$ cat config.mk
export PLATFORM = sky130hd
export DESIGN_NAME = shift_add_multiplier_flat
export DESIGN_NICKNAME = d
export VERILOG_FILES = /design/src/rtl/shift_add_multiplier_if.sv /design/src/rtl/shift_add_multiplier.sv /design/src/flat_wrapper.sv
export SDC_FILE = /design/constraint.sdc
export NUM_CORES = 1
export LEC_CHECK = 0
export BUFFER_PORTS_ARGS = -buffer_cell sky130_fd_sc_hd__buf_4
export CAP_MARGIN = 10
export CORE_ASPECT_RATIO = 1.25
export CORE_MARGIN = 4
export CORE_UTILIZATION = 58
export DETAILED_ROUTE_END_ITERATION = 12
export PLACE_DENSITY = 0.82
export SLEW_MARGIN = 20
export SYNTH_ARGS = -nofsm -noshare
export SYNTH_HDL_FRONTEND = slang
export SYNTH_SLANG_ARGS = --single-unit
$ cat constraint.sdc
create_clock -name clk -period 2.8 [get_ports clk]
set_input_delay 0.7 -clock clk [delete_from_list [all_inputs] [get_ports clk]]
set_output_delay 0.7 -clock clk [all_outputs]
set_load 0.01 [all_outputs]
$ cat src/rtl/shift_add_multiplier_if.sv
// Start/busy/done handshake bundle for the sequential shift-and-add multiplier.
// The master drives the request and operands; the slave returns product and status.
interface shift_add_multiplier_if #(
    parameter int WIDTH = 4
);
    logic                 start_i;
    logic [WIDTH-1:0]     a_i;
    logic [WIDTH-1:0]     b_i;
    logic [2*WIDTH-1:0]   p_o;
    logic                 busy_o;
    logic                 done_o;

    modport master (
        output start_i,
        output a_i,
        output b_i,
        input  p_o,
        input  busy_o,
        input  done_o
    );

    modport slave (
        input  start_i,
        input  a_i,
        input  b_i,
        output p_o,
        output busy_o,
        output done_o
    );
endinterface

$ cat src/rtl/shift_add_multiplier.sv
// Unsigned multiplier that folds in one partial product per clock.
// The product appears WIDTH cycles after a start is accepted, with a one-cycle done pulse.
module shift_add_multiplier #(
    parameter int WIDTH = 4
) (
    input  logic                    clk,
    input  logic                    rst_n,
    shift_add_multiplier_if.slave   bus
);

    localparam int CW = $clog2(WIDTH) + 1;

    typedef enum logic {
        IDLE,
        RUN
    } state_t;

    state_t               state_q, state_d;
    logic [2*WIDTH-1:0]   acc_q,   acc_d;
    logic [WIDTH-1:0]     mcand_q, mcand_d;
    logic [CW-1:0]        cnt_q,   cnt_d;
    logic [2*WIDTH-1:0]   p_q,     p_d;
    logic                 done_q,  done_d;

    logic [WIDTH:0]       sum;
    logic [2*WIDTH-1:0]   accShift;

    // The upper half accumulates; the carry out of the add becomes the new top bit on shift.
    assign sum      = {1'b0, acc_q[2*WIDTH-1:WIDTH]}
                    + {1'b0, (acc_q[0] ? mcand_q : {WIDTH{1'b0}})};
    assign accShift = {sum, acc_q[WIDTH-1:1]};

    always_ff @(posedge clk or negedge rst_n) begin
        if (!rst_n) begin
            state_q <= IDLE;
            acc_q   <= '0;
            mcand_q <= '0;
            cnt_q   <= '0;
            p_q     <= '0;
            done_q  <= 1'b0;
        end else begin
            state_q <= state_d;
            acc_q   <= acc_d;
            mcand_q <= mcand_d;
            cnt_q   <= cnt_d;
            p_q     <= p_d;
            done_q  <= done_d;
        end
    end

    always_comb begin
        state_d = state_q;
        acc_d   = acc_q;
        mcand_d = mcand_q;
        cnt_d   = cnt_q;
        p_d     = p_q;
        done_d  = 1'b0;

        unique case (state_q)
            IDLE: begin
                if (bus.start_i) begin
                    mcand_d = bus.a_i;
                    acc_d   = {{WIDTH{1'b0}}, bus.b_i};
                    cnt_d   = '0;
                    state_d = RUN;
                end
            end
            RUN: begin
                acc_d = accShift;
                cnt_d = cnt_q + CW'(1);
                // Starts seen here, including on the completing edge, are dropped.
                if (cnt_q == CW'(WIDTH - 1)) begin
                    p_d     = accShift;
                    done_d  = 1'b1;
                    state_d = IDLE;
                end
            end
            default: state_d = IDLE;
        endcase
    end

    assign bus.p_o    = p_q;
    assign bus.busy_o = (state_q == RUN);
    assign bus.done_o = done_q;

endmodule
$ cat src/flat_wrapper.sv
// flat-port wrapper written by rule: the top's interface ports become plain ports
module shift_add_multiplier_flat 
#(
    parameter int WIDTH = 4
)
  (clk, rst_n, bus_start_i, bus_a_i, bus_b_i, bus_p_o, bus_busy_o, bus_done_o);
  shift_add_multiplier_if #(.WIDTH(WIDTH)) bus_i ();
  input  logic clk;
  input  logic rst_n;
  input wire logic [$bits(bus_i.start_i)-1:0] bus_start_i;
  input wire logic [$bits(bus_i.a_i)-1:0] bus_a_i;
  input wire logic [$bits(bus_i.b_i)-1:0] bus_b_i;
  output wire logic [$bits(bus_i.p_o)-1:0] bus_p_o;
  output wire logic [$bits(bus_i.busy_o)-1:0] bus_busy_o;
  output wire logic [$bits(bus_i.done_o)-1:0] bus_done_o;
  assign bus_i.start_i = bus_start_i;
  assign bus_i.a_i = bus_a_i;
  assign bus_i.b_i = bus_b_i;
  assign bus_p_o = bus_i.p_o;
  assign bus_busy_o = bus_i.busy_o;
  assign bus_done_o = bus_i.done_o;
  shift_add_multiplier #(.WIDTH(WIDTH)) u_core (.clk(clk), .rst_n(rst_n), .bus(bus_i));
endmodule
==> results of run 1 <==
==> power breakdown <==
| part | switching [W] | total [W] | leakage [nW] | internal, W |
|---|---|---|---|---|
| registers | 0.000136 | 0.000671 | 0.307 | 0.000534 |
| clock network | 0.000108 | 0.000162 | 0.0177 | 0.0000535 |
| logic | 0.000324 | 0.000673 | 0.353 | 0.000350 |
==> layout by cell type (no fill, tap or decap) <==
cell / Yosys / routed
buf_4: 0 / 20
a31o_2: 1 / 1
nand4b_1: 1 / 1
a311oi_1: 1 / 1
a221oi_2: 1 / 1
xor2_1: 1 / 1
inv_2: 2 / 2
a31oi_1: 2 / 2
o21ai_0: 10 / 10
o211ai_1: 2 / 2
nor2b_1: 1 / 1
clkinv_2: 0 / 1
a21oi_1: 3 / 3
dfrtp_1: 25 / 25
and2_1: 3 / 3
and3b_1: 1 / 1
and4b_1: 2 / 2
a22o_1: 1 / 1
nand3_1: 1 / 1
clkbuf_4: 0 / 3
nor2_1: 2 / 2
nor4bb_1: 1 / 1
mux2i_1: 4 / 4
or3_1: 2 / 2
ha_1: 6 / 6
inv_1: 7 / 7
fa_1: 1 / 1
mux2_2: 8 / 8
nand2_1: 11 / 11
o21bai_1: 1 / 1
nor2_4: 1 / 1
==> layout make-up <==
class / count / area, um2
clock buffer: 3 / 22.5
clock inverter: 1 / 5.00
fill: 153 / 594
inverter: 9 / 33.8
multi-input combinational: 68 / 526
sequential: 25 / 626
tap: 20 / 25.0
timing repair buffer: 20 / 150
==> metrics by stage <==
step                setup slack [ns]  cell area, um2
floorplan                       1.20            1220
CTS                            0.777            1390
global placement                1.05            1360
detailed placement              1.01            1360
finish                         0.768            1390
global route                   0.685            1390
==> cell families after synthesis <==
| group | share of synthesized area [%] |
|---|---|
| xor+xnor | 0.720 |
| fa+ha+maj | 7.81 |
| flops | 51.4 |
| buf+inv | 5.45 |
| compound gates | 11.6 |
| simple gates | 12.3 |
| mux | 10.7 |
==> flip-flops by register name, summed over array words and instances, names as in the netlist <==
register,cells
u_core.bus.done_o,1
u_core.acc_q,8
u_core.bus.busy_o,1
u_core.cnt_q,3
u_core.bus.p_o,8
u_core.mcand_q,4
==> worst max-delay path by stage <==
stage	start	slack (ns)	endpoint	depth (start not counted)
after floorplan	u_core.acc_q[0]$_DFFE_PN0P_	1.20	u_core.acc_q[5]$_DFFE_PN0P_	7
after global placement	u_core.bus.busy_o$_DFF_PN0_	1.05	u_core.bus.p_o[6]$_DFFE_PN0P_	3
after detailed placement	u_core.bus.busy_o$_DFF_PN0_	1.01	u_core.bus.p_o[6]$_DFFE_PN0P_	3
after CTS	u_core.bus.busy_o$_DFF_PN0_	0.78	bus_busy_o	1
after global routing	u_core.bus.busy_o$_DFF_PN0_	0.68	bus_busy_o	1
final	u_core.bus.busy_o$_DFF_PN0_	0.77	bus_busy_o	1
==> metal layers <==
metal / wire length (um) / part of all wire, %
met5: 0 / 0
met4: 46 / 2.1
met3: 74 / 3.4
met2: 1060 / 49
met1: 974 / 45
==> metrics.cfg, run 1 <==
[run_status]
run_status=complete, no violations

[timing]
worst_pin_slew_ns=0.632
fin_skew_ns=0.00577
fin_setup_tns_ns=0
worst_hold_slack_ns=0.248
fmax_ghz=0.492
finalCritPeriodShare_pct=72.6
drv_slew=0
maxSlewHeadroom_pct=57.9
setup_viol=0
layout_min_cycle_time_ns=2.03
hold_viol_final=0
rsz0062_at_grt=no

[grt]
grt_first_pass_wirelength_um=3970
met1_usage_pct=21.5
gr-usage-met2_pct=29.5
grt_pass1_vias=875
gr-max-usage-layer=met2
met3_usage_pct=3.27
grt_max_degree=26
globalRouteTotalUtil_pct=17.6
grt_overflow=0
antenna_found_initial=0

[synth]
synth.most_common_cell=dfrtp_1
async_flop_share_pct=100
synth_area_leaders=dfrtp_1 (51%), mux2_2 (7.4%), ha_1 (6.2%)
ys.flop_type=dfrtp_1
synth_top_area_share_pct=51.4
synth_cell_types=30
synthTopCellsByCount=dfrtp_1 (25), nand2_1 (11), o21ai_0 (10)
postSynthCellCount=106
synth_nets=124
syn_area_um2=1220
ys_warn_count=0
yosys_register_bits=25
synth_top_area_cell=dfrtp_1
synth_edf_count=0
ys_seq_area_share_pct=51.4
syn_area_per_cell_um2=11.5

[placed_design]
port_buffers=20
dp.cells=142
place.gp.congestion=0.753
dpl.hpwl_um=1690

[worst_setup_path]
critPathKind=reg2out
cp_top_family=flip-flops
r2r_cells=3
r2r_end=u_core.bus.p_o[6]$_DFFE_PN0P_
r2r_start=u_core.bus.busy_o$_DFF_PN0_
required_ns=2.10
cp_max_fo=22
slowest_stage=dfrtp_1
path_buf_inv=1
cp_slowest_stage_delay_ns=0.77
rrSetupSlack_ns=0.95
cp_data_arrival_time_ns=1.33
cp_cell_sequence=buf_4
crit_path_start_kind=register
worst_setup_path_end_kind=output pin

[final_layout]
layout.cells.non_filler=146
n_antenna_cell=0
nNetsFinal=145
syn2layout_area_growth_pct=14.0
finish.utilization_pct=70.0
drive_gt1_share_pct=29.4

[clock_tree]
cts.htree.levels=1
clockBufferDepth=2
cts_root_buffer=clkbuf_4
cts_tree=done
hold_buffers=0
clk_latency_ns=0.32
post_cts_resized=0
cts_setup_buffers=0
cts.sinks=25
cts-buffers-inserted=3
clk_pin_slew_ns=0.14

[drt]
dr.pass1.iters=6
drcViolationCount=0
post_drt_wl_per_cell_um=14.8
first_iter_violations=16
ant_nets=0
drt-total-wl_um=2160
via_per_inst=5.83
route.vias.total=851

[min_path]
min_path_type=in2async

[die]
core_um2=1980
die-width_um=49.0
die_area_um2=2900
row_count=18
initial_core_util_pct=61.4
die_height_um=59.2
io_pins=21

[power]
powerDensity_nw_per_um2=1080
power.total_w=0.00151
irDropWorstVdd_mv=0.694
p_leak_nw=0.678

[flow_run]
max_cap_violations=0

(Power assumes the default switching activity.)
==> run 2: changes to the inputs <==
Settings changed: CORE_UTILIZATION 58 to 54, PLACE_DENSITY 0.82 to 0.77.
Clock period 2.8 ns to 1.95 ns, I/O delays scaled along.
==> run 2 against run 1 <==
  * Via count up 0.71%
  * First-iteration DRC count up 6.3%
  * Core utilization down 2.1 points
  * Sequential power up 40%
  * Design area up 1.4%
  * Final cell count up 7.5%
  * Critical path depth up 6
  * Clock power up 41%
  * Register-to-register slack worse by 0.80 ns
  * Total power up 45%
  * Critical path type is now reg2reg
  * Critical endpoint is now u_core.acc_q[5]$_DFFE_PN0P_
  * Highest routed layer unchanged
==> metrics.cfg, run 2 (synthesis results as in run 1) <==
[run_status]
run_status=complete, no violations

[worst_setup_path]
cp_max_fo=5  ; -77%
cp_data_arrival_time_ns=2.02  ; +0.69 ns
r2r_end=u_core.acc_q[5]$_DFFE_PN0P_
r2r_start=u_core.acc_q[0]$_DFFE_PN0P_
crit_path_start_kind=register
critPathKind=reg2reg
rrSetupSlack_ns=0.15  ; -0.80 ns
required_ns=2.17  ; +0.07 ns
worst_setup_path_end_kind=register
r2r_cells=7  ; +4

[placed_design]
port_buffers=20  ; unchanged
dpl.hpwl_um=1700  ; +0.66%
place.gp.congestion=0.805  ; +6.9%

[clock_tree]
clockBufferDepth=2  ; unchanged
clk_latency_ns=0.31  ; about the same
clk_pin_slew_ns=0.13  ; about the same
post_cts_resized=0  ; unchanged
cts_root_buffer=clkbuf_4
cts-buffers-inserted=3  ; unchanged
hold_buffers=0  ; unchanged
cts.sinks=25  ; unchanged
cts_setup_buffers=0  ; unchanged
cts.htree.levels=1  ; unchanged
cts_tree=done

[die]
initial_core_util_pct=58.8  ; -2.7 points
io_pins=21  ; unchanged
die-width_um=50.5  ; +3.0%
die_height_um=61.1  ; +3.1%
core_um2=2070  ; +4.5%
die_area_um2=3080  ; +6.3%
row_count=18  ; unchanged

[timing]
worst_pin_slew_ns=0.427  ; -0.205 ns
worst_hold_slack_ns=0.0526  ; -0.195 ns
fin_skew_ns=0.00490  ; -0.000875 ns
fmax_ghz=0.554
hold_viol_final=0  ; unchanged
rsz0062_at_grt=no
fin_setup_tns_ns=0  ; unchanged
finalCritPeriodShare_pct=92.5
layout_min_cycle_time_ns=1.80
maxSlewHeadroom_pct=71.5  ; +14 points
drv_slew=0  ; unchanged
setup_viol=0  ; unchanged

[grt]
grt_first_pass_wirelength_um=3880  ; -2.3%
antenna_found_initial=0  ; unchanged
grt_pass1_vias=896  ; +2.4%
grt_max_degree=26  ; unchanged
grt_overflow=0  ; unchanged
globalRouteTotalUtil_pct=16.7  ; -0.88 points

[flow_run]
max_cap_violations=0  ; unchanged

[final_layout]
finish.utilization_pct=67.9  ; -2.1 points
mostFrequentLayoutCells=dfrtp_1 (25), buf_4 (21), nand2_1 (11), o21ai_0 (10), mux2_2 (8)
seqCellArea_um2=626  ; unchanged
n_antenna_cell=0  ; unchanged
final_common_cell=dfrtp_1
nNetsFinal=146  ; +0.69%
nFillCells=170  ; +11%
multi_input_area_um2=526  ; unchanged
drive_gt1_share_pct=29.1  ; -0.23 points
syn2layout_area_growth_pct=15.5

[drt]
via_per_inst=5.46  ; -6.4%
route.vias.total=857  ; +0.71%
drt-total-wl_um=2240  ; +3.5%
drcViolationCount=0  ; unchanged
ant_nets=0  ; unchanged
first_iter_violations=17  ; +1
post_drt_wl_per_cell_um=14.2  ; -3.8%
dr.pass1.iters=4  ; -2

[power]
irDropWorstVdd_mv=0.842  ; +21%
p_leak_nw=0.680  ; +0.28%
powerDensity_nw_per_um2=1560  ; +43%

[min_path]
min_path_type=in2async

## run 2: changes by cell type in the layout (fill, tap and decap cells not counted), sizes merged
| cell | change |
|---|---|
| clkbuf | +1 |
| buf | +1 |
| clkinv | -1 |
## run 2: cell type report
class,count,share of cell area (%)
flip-flops and latches,25,44.5
multi-input cells,68,37.4
repair buffers,21,11.2
well taps,30,2.67
inverters,9,2.40
clock buffers,4,1.87
## run 2: worst max-delay path by stage
stage | cells after the start | start | end | slack (ns)
after floorplan | 7 | u_core.acc_q[0]$_DFFE_PN0P_ | u_core.acc_q[5]$_DFFE_PN0P_ | 0.35
after global placement | 7 | u_core.acc_q[0]$_DFFE_PN0P_ | u_core.acc_q[5]$_DFFE_PN0P_ | 0.17
after detailed placement | 7 | u_core.acc_q[0]$_DFFE_PN0P_ | u_core.acc_q[5]$_DFFE_PN0P_ | 0.15
after CTS | 7 | u_core.acc_q[0]$_DFFE_PN0P_ | u_core.acc_q[5]$_DFFE_PN0P_ | 0.13
after global routing | 7 | u_core.acc_q[0]$_DFFE_PN0P_ | u_core.acc_q[5]$_DFFE_PN0P_ | 0.03
final | 7 | u_core.acc_q[0]$_DFFE_PN0P_ | u_core.acc_q[5]$_DFFE_PN0P_ | 0.15
## run 2: through the flow
| stage | worst slack (ns) | total power (W) | cells | instance area (um2) |
|---|---|---|---|---|
| after floorplan | 0.353 | 0.00164 | 106 | 1220 |
| final | 0.146 | 0.00219 | 157 | 1410 |
| after global placement | 0.175 | 0.00194 | 153 | 1380 |
| after detailed placement | 0.154 | 0.00198 | 153 | 1380 |
| after CTS | 0.130 | 0.00220 | 157 | 1410 |
| after global routing | 0.0260 | 0.00238 | 157 | 1410 |
## run 2: layer usage
layer	vias up	global-route usage [%]	share of wire (%)	wire, um
met5	-	0	0	0
met1	425	20.8	47	1050
met3	2	3.15	3.8	84
met4	0	7.69	0.58	13
li1	412	-	-	-
met2	18	28.7	49	1090
## run 2: critical path: stages, from the launching register on
cell     delay, ns
dfrtp_1       0.43
and2_1        0.17
ha_1          0.17
inv_1         0.06
fa_1          0.40
xor2_1        0.22
nor2_1        0.06
a31o_2        0.21
## run 2: where the power goes
part | leakage, nW | total [W] | internal, W | switching (W)
registers | 0.307 | 0.000941 | 0.000768 | 0.000174
logic | 0.358 | 0.00102 | 0.000517 | 0.000503
clock network | 0.0150 | 0.000228 | 0.0000798 | 0.000148
total | 0.680 | 0.00219 | 0.00136 | 0.000825
==> run 3: changes to the inputs <==
Settings changed: CELL_PAD_IN_SITES_DETAIL_PLACEMENT set to 2, CELL_PAD_IN_SITES_GLOBAL_PLACEMENT set to 2, CORE_UTILIZATION 54 to 35, PLACE_DENSITY 0.77 to unset, PLACE_DENSITY_LB_ADDON set to 0.1.
==> run 3 against run 2 <==
  * Flip-flop and latch count did not move
  * Worst setup slack worse by 0.037 ns
  * Count of clock-buffer cells in the layout shrank 1
  * Design area up 3.1%
  * Clock power increased by 41%
  * Sequential power increased by 2%
  * Critical path type unchanged
==> metrics.cfg, run 3 (synthesis results as in run 1) <==
[drt]
dr.pass1.iters=4  ; unchanged
first_iter_violations=17  ; unchanged
drt-total-wl_um=3080  ; +38%
via_per_inst=5.29  ; -3.1%
drcViolationCount=0  ; unchanged
post_drt_wl_per_cell_um=18.7  ; +31%
ant_nets=0  ; unchanged
route.vias.total=873  ; +1.9%

[grt]
grt_overflow=0  ; unchanged
globalRouteTotalUtil_pct=15.6  ; -1.2 points
met1_usage_pct=19.7  ; -1.1 points
grt_first_pass_wirelength_um=5080  ; +31%
grt_pass1_vias=992  ; +11%
antenna_found_initial=0  ; unchanged
met3_usage_pct=2.43  ; -0.72 points
gr-max-usage-layer=met2
grt_max_degree=26  ; unchanged
gr-usage-met2_pct=27.0  ; -1.7 points

[die]
die_area_um2=4490  ; +46%
io_pins=21  ; unchanged
core_um2=3280  ; +58%
row_count=23  ; +5
die-width_um=60.8  ; +20%
initial_core_util_pct=37.1  ; -22 points
die_height_um=73.9  ; +21%

[final_layout]
final_common_cell=dfrtp_1
layout.cells.non_filler=165  ; +5.1%
stdcell_area_um2=1450  ; +3.1%
syn2layout_area_growth_pct=19.1
drive_gt1_share_pct=31.3  ; +2.1 points
nFillCells=379  ; +120%
mostFrequentLayoutCells=dfrtp_1 (25), buf_4 (22), nand2_1 (11), o21ai_0 (10), mux2_2 (8)
n_antenna_cell=0  ; unchanged
nNetsFinal=147  ; +0.68%

[timing]
maxSlewHeadroom_pct=71.8  ; +0.38 points
drv_slew=0  ; unchanged
layout_min_cycle_time_ns=1.84  ; +0.0368 ns
setup_viol=0  ; unchanged
finalCritPeriodShare_pct=94.4  ; +1.9 points
hold_viol_final=0  ; unchanged
worst_pin_slew_ns=0.423  ; -0.00460 ns
fin_skew_ns=0.00532  ; +0.000419 ns
fmax_ghz=0.543  ; -2.0%
fin_setup_tns_ns=0  ; unchanged

[power]
powerDensity_nw_per_um2=1650  ; +5.8%
p_leak_nw=0.697  ; +2.5%
power.total_w=0.00239  ; +9.1%
irDropWorstVdd_mv=0.664  ; -21%

[clock_tree]
cts_setup_buffers=0  ; unchanged
clk_pin_slew_ns=0.10  ; -0.03 ns
clockBufferDepth=2  ; unchanged
cts_root_buffer=clkbuf_8
clk_latency_ns=0.27  ; -0.04 ns
cts.sinks=25  ; unchanged
cts_tree=done
cts.htree.levels=1  ; unchanged
cts-buffers-inserted=3  ; unchanged

[placed_design]
dp.cells=161  ; +5.2%
place.gp.congestion=0.685  ; -15%
place_area_um2=1400  ; +1.2%
port_buffers=20  ; unchanged
dpl.hpwl_um=2330  ; +37%

[worst_setup_path]
crit_path_start_kind=register
cp_data_arrival_time_ns=2.01  ; about the same
worst_setup_path_end_kind=register
critPathKind=reg2reg
cp_max_fo=5  ; unchanged
rrSetupSlack_ns=0.11  ; -0.04 ns
required_ns=2.11  ; -0.06 ns

[flow_run]
max_cap_violations=0  ; unchanged

[min_path]
min_path_type=in2async

[run_status]
run_status=complete, no violations

run 3: cell types whose count changed in the layout (fill, tap and decap cells not counted), sizes merged:
cell	before	now
buf	21	22
clkbuf	4	3
clkinv	0	1
run 3: area by class of cell:
class	count	area (um2)	area share (%)
Timing Repair Buffer	22	165	11.4
Multi-Input combinational cell	68	533	36.8
Sequential cell	25	626	43.1
Inverter	9	33.8	2.33
Clock buffer	3	41.3	2.85
Tap cell	37	46.3	3.19
Clock inverter	1	5.00	0.345
run 3: stage by stage:
step	utilization (%)	worst slack, ns	hold slack, ns
floorplan	-	0.353	0.192
global placement	42.6	0.130	0.408
detailed placement	42.6	0.117	0.418
CTS	44.0	0.0551	0.118
global route	44.2	-0.0108	0.113
finish	44.2	0.110	0.103
run 3: worst paths after layout:
check                                              start                            end  depth (start not counted)
max                          u_core.acc_q[0]$_DFFE_PN0P_    u_core.acc_q[5]$_DFFE_PN0P_                          7
min                                                rst_n    u_core.cnt_q[2]$_DFFE_PN0P_                          1
max reg2reg                  u_core.acc_q[0]$_DFFE_PN0P_    u_core.acc_q[5]$_DFFE_PN0P_                          7
min reg2reg                u_core.bus.p_o[5]$_DFFE_PN0P_  u_core.bus.p_o[5]$_DFFE_PN0P_                          2
max in group asynchronous                          rst_n    u_core.acc_q[5]$_DFFE_PN0P_                          1
min in group clk                              bus_a_i[2]  u_core.mcand_q[2]$_DFFE_PN0P_                          2
run 3: report_power, final:
group	internal [W]	switching, W	total [W]	leakage [nW]
registers	0.000770	0.000190	0.000960	0.307
logic	0.000537	0.000571	0.00111	0.364
clock network	0.000143	0.000178	0.000321	0.0255
total	0.00145	0.000939	0.00239	0.697
run 3: repair_timing:
item / CTS / global route
gates resized for setup: 0 / 1
setup endpoints to repair: 0 / 1
hold endpoints to repair: 0 / 0
hold buffers: 0 / 0
run 3: worst max-delay path, cell delays in order (launching register included):
cell	delay [ns]
dfrtp_1	0.40
and2_1	0.14
ha_1	0.16
inv_1	0.06
fa_1	0.44
xor2_2	0.23
nor2_1	0.07
a31o_2	0.23
run 3: layer usage:
layer	vias to the layer above	part of all wire, %
met2	21	51
met1	433	43
li1	411	-
met3	8	3.2
met5	-	0
met4	0	2.6
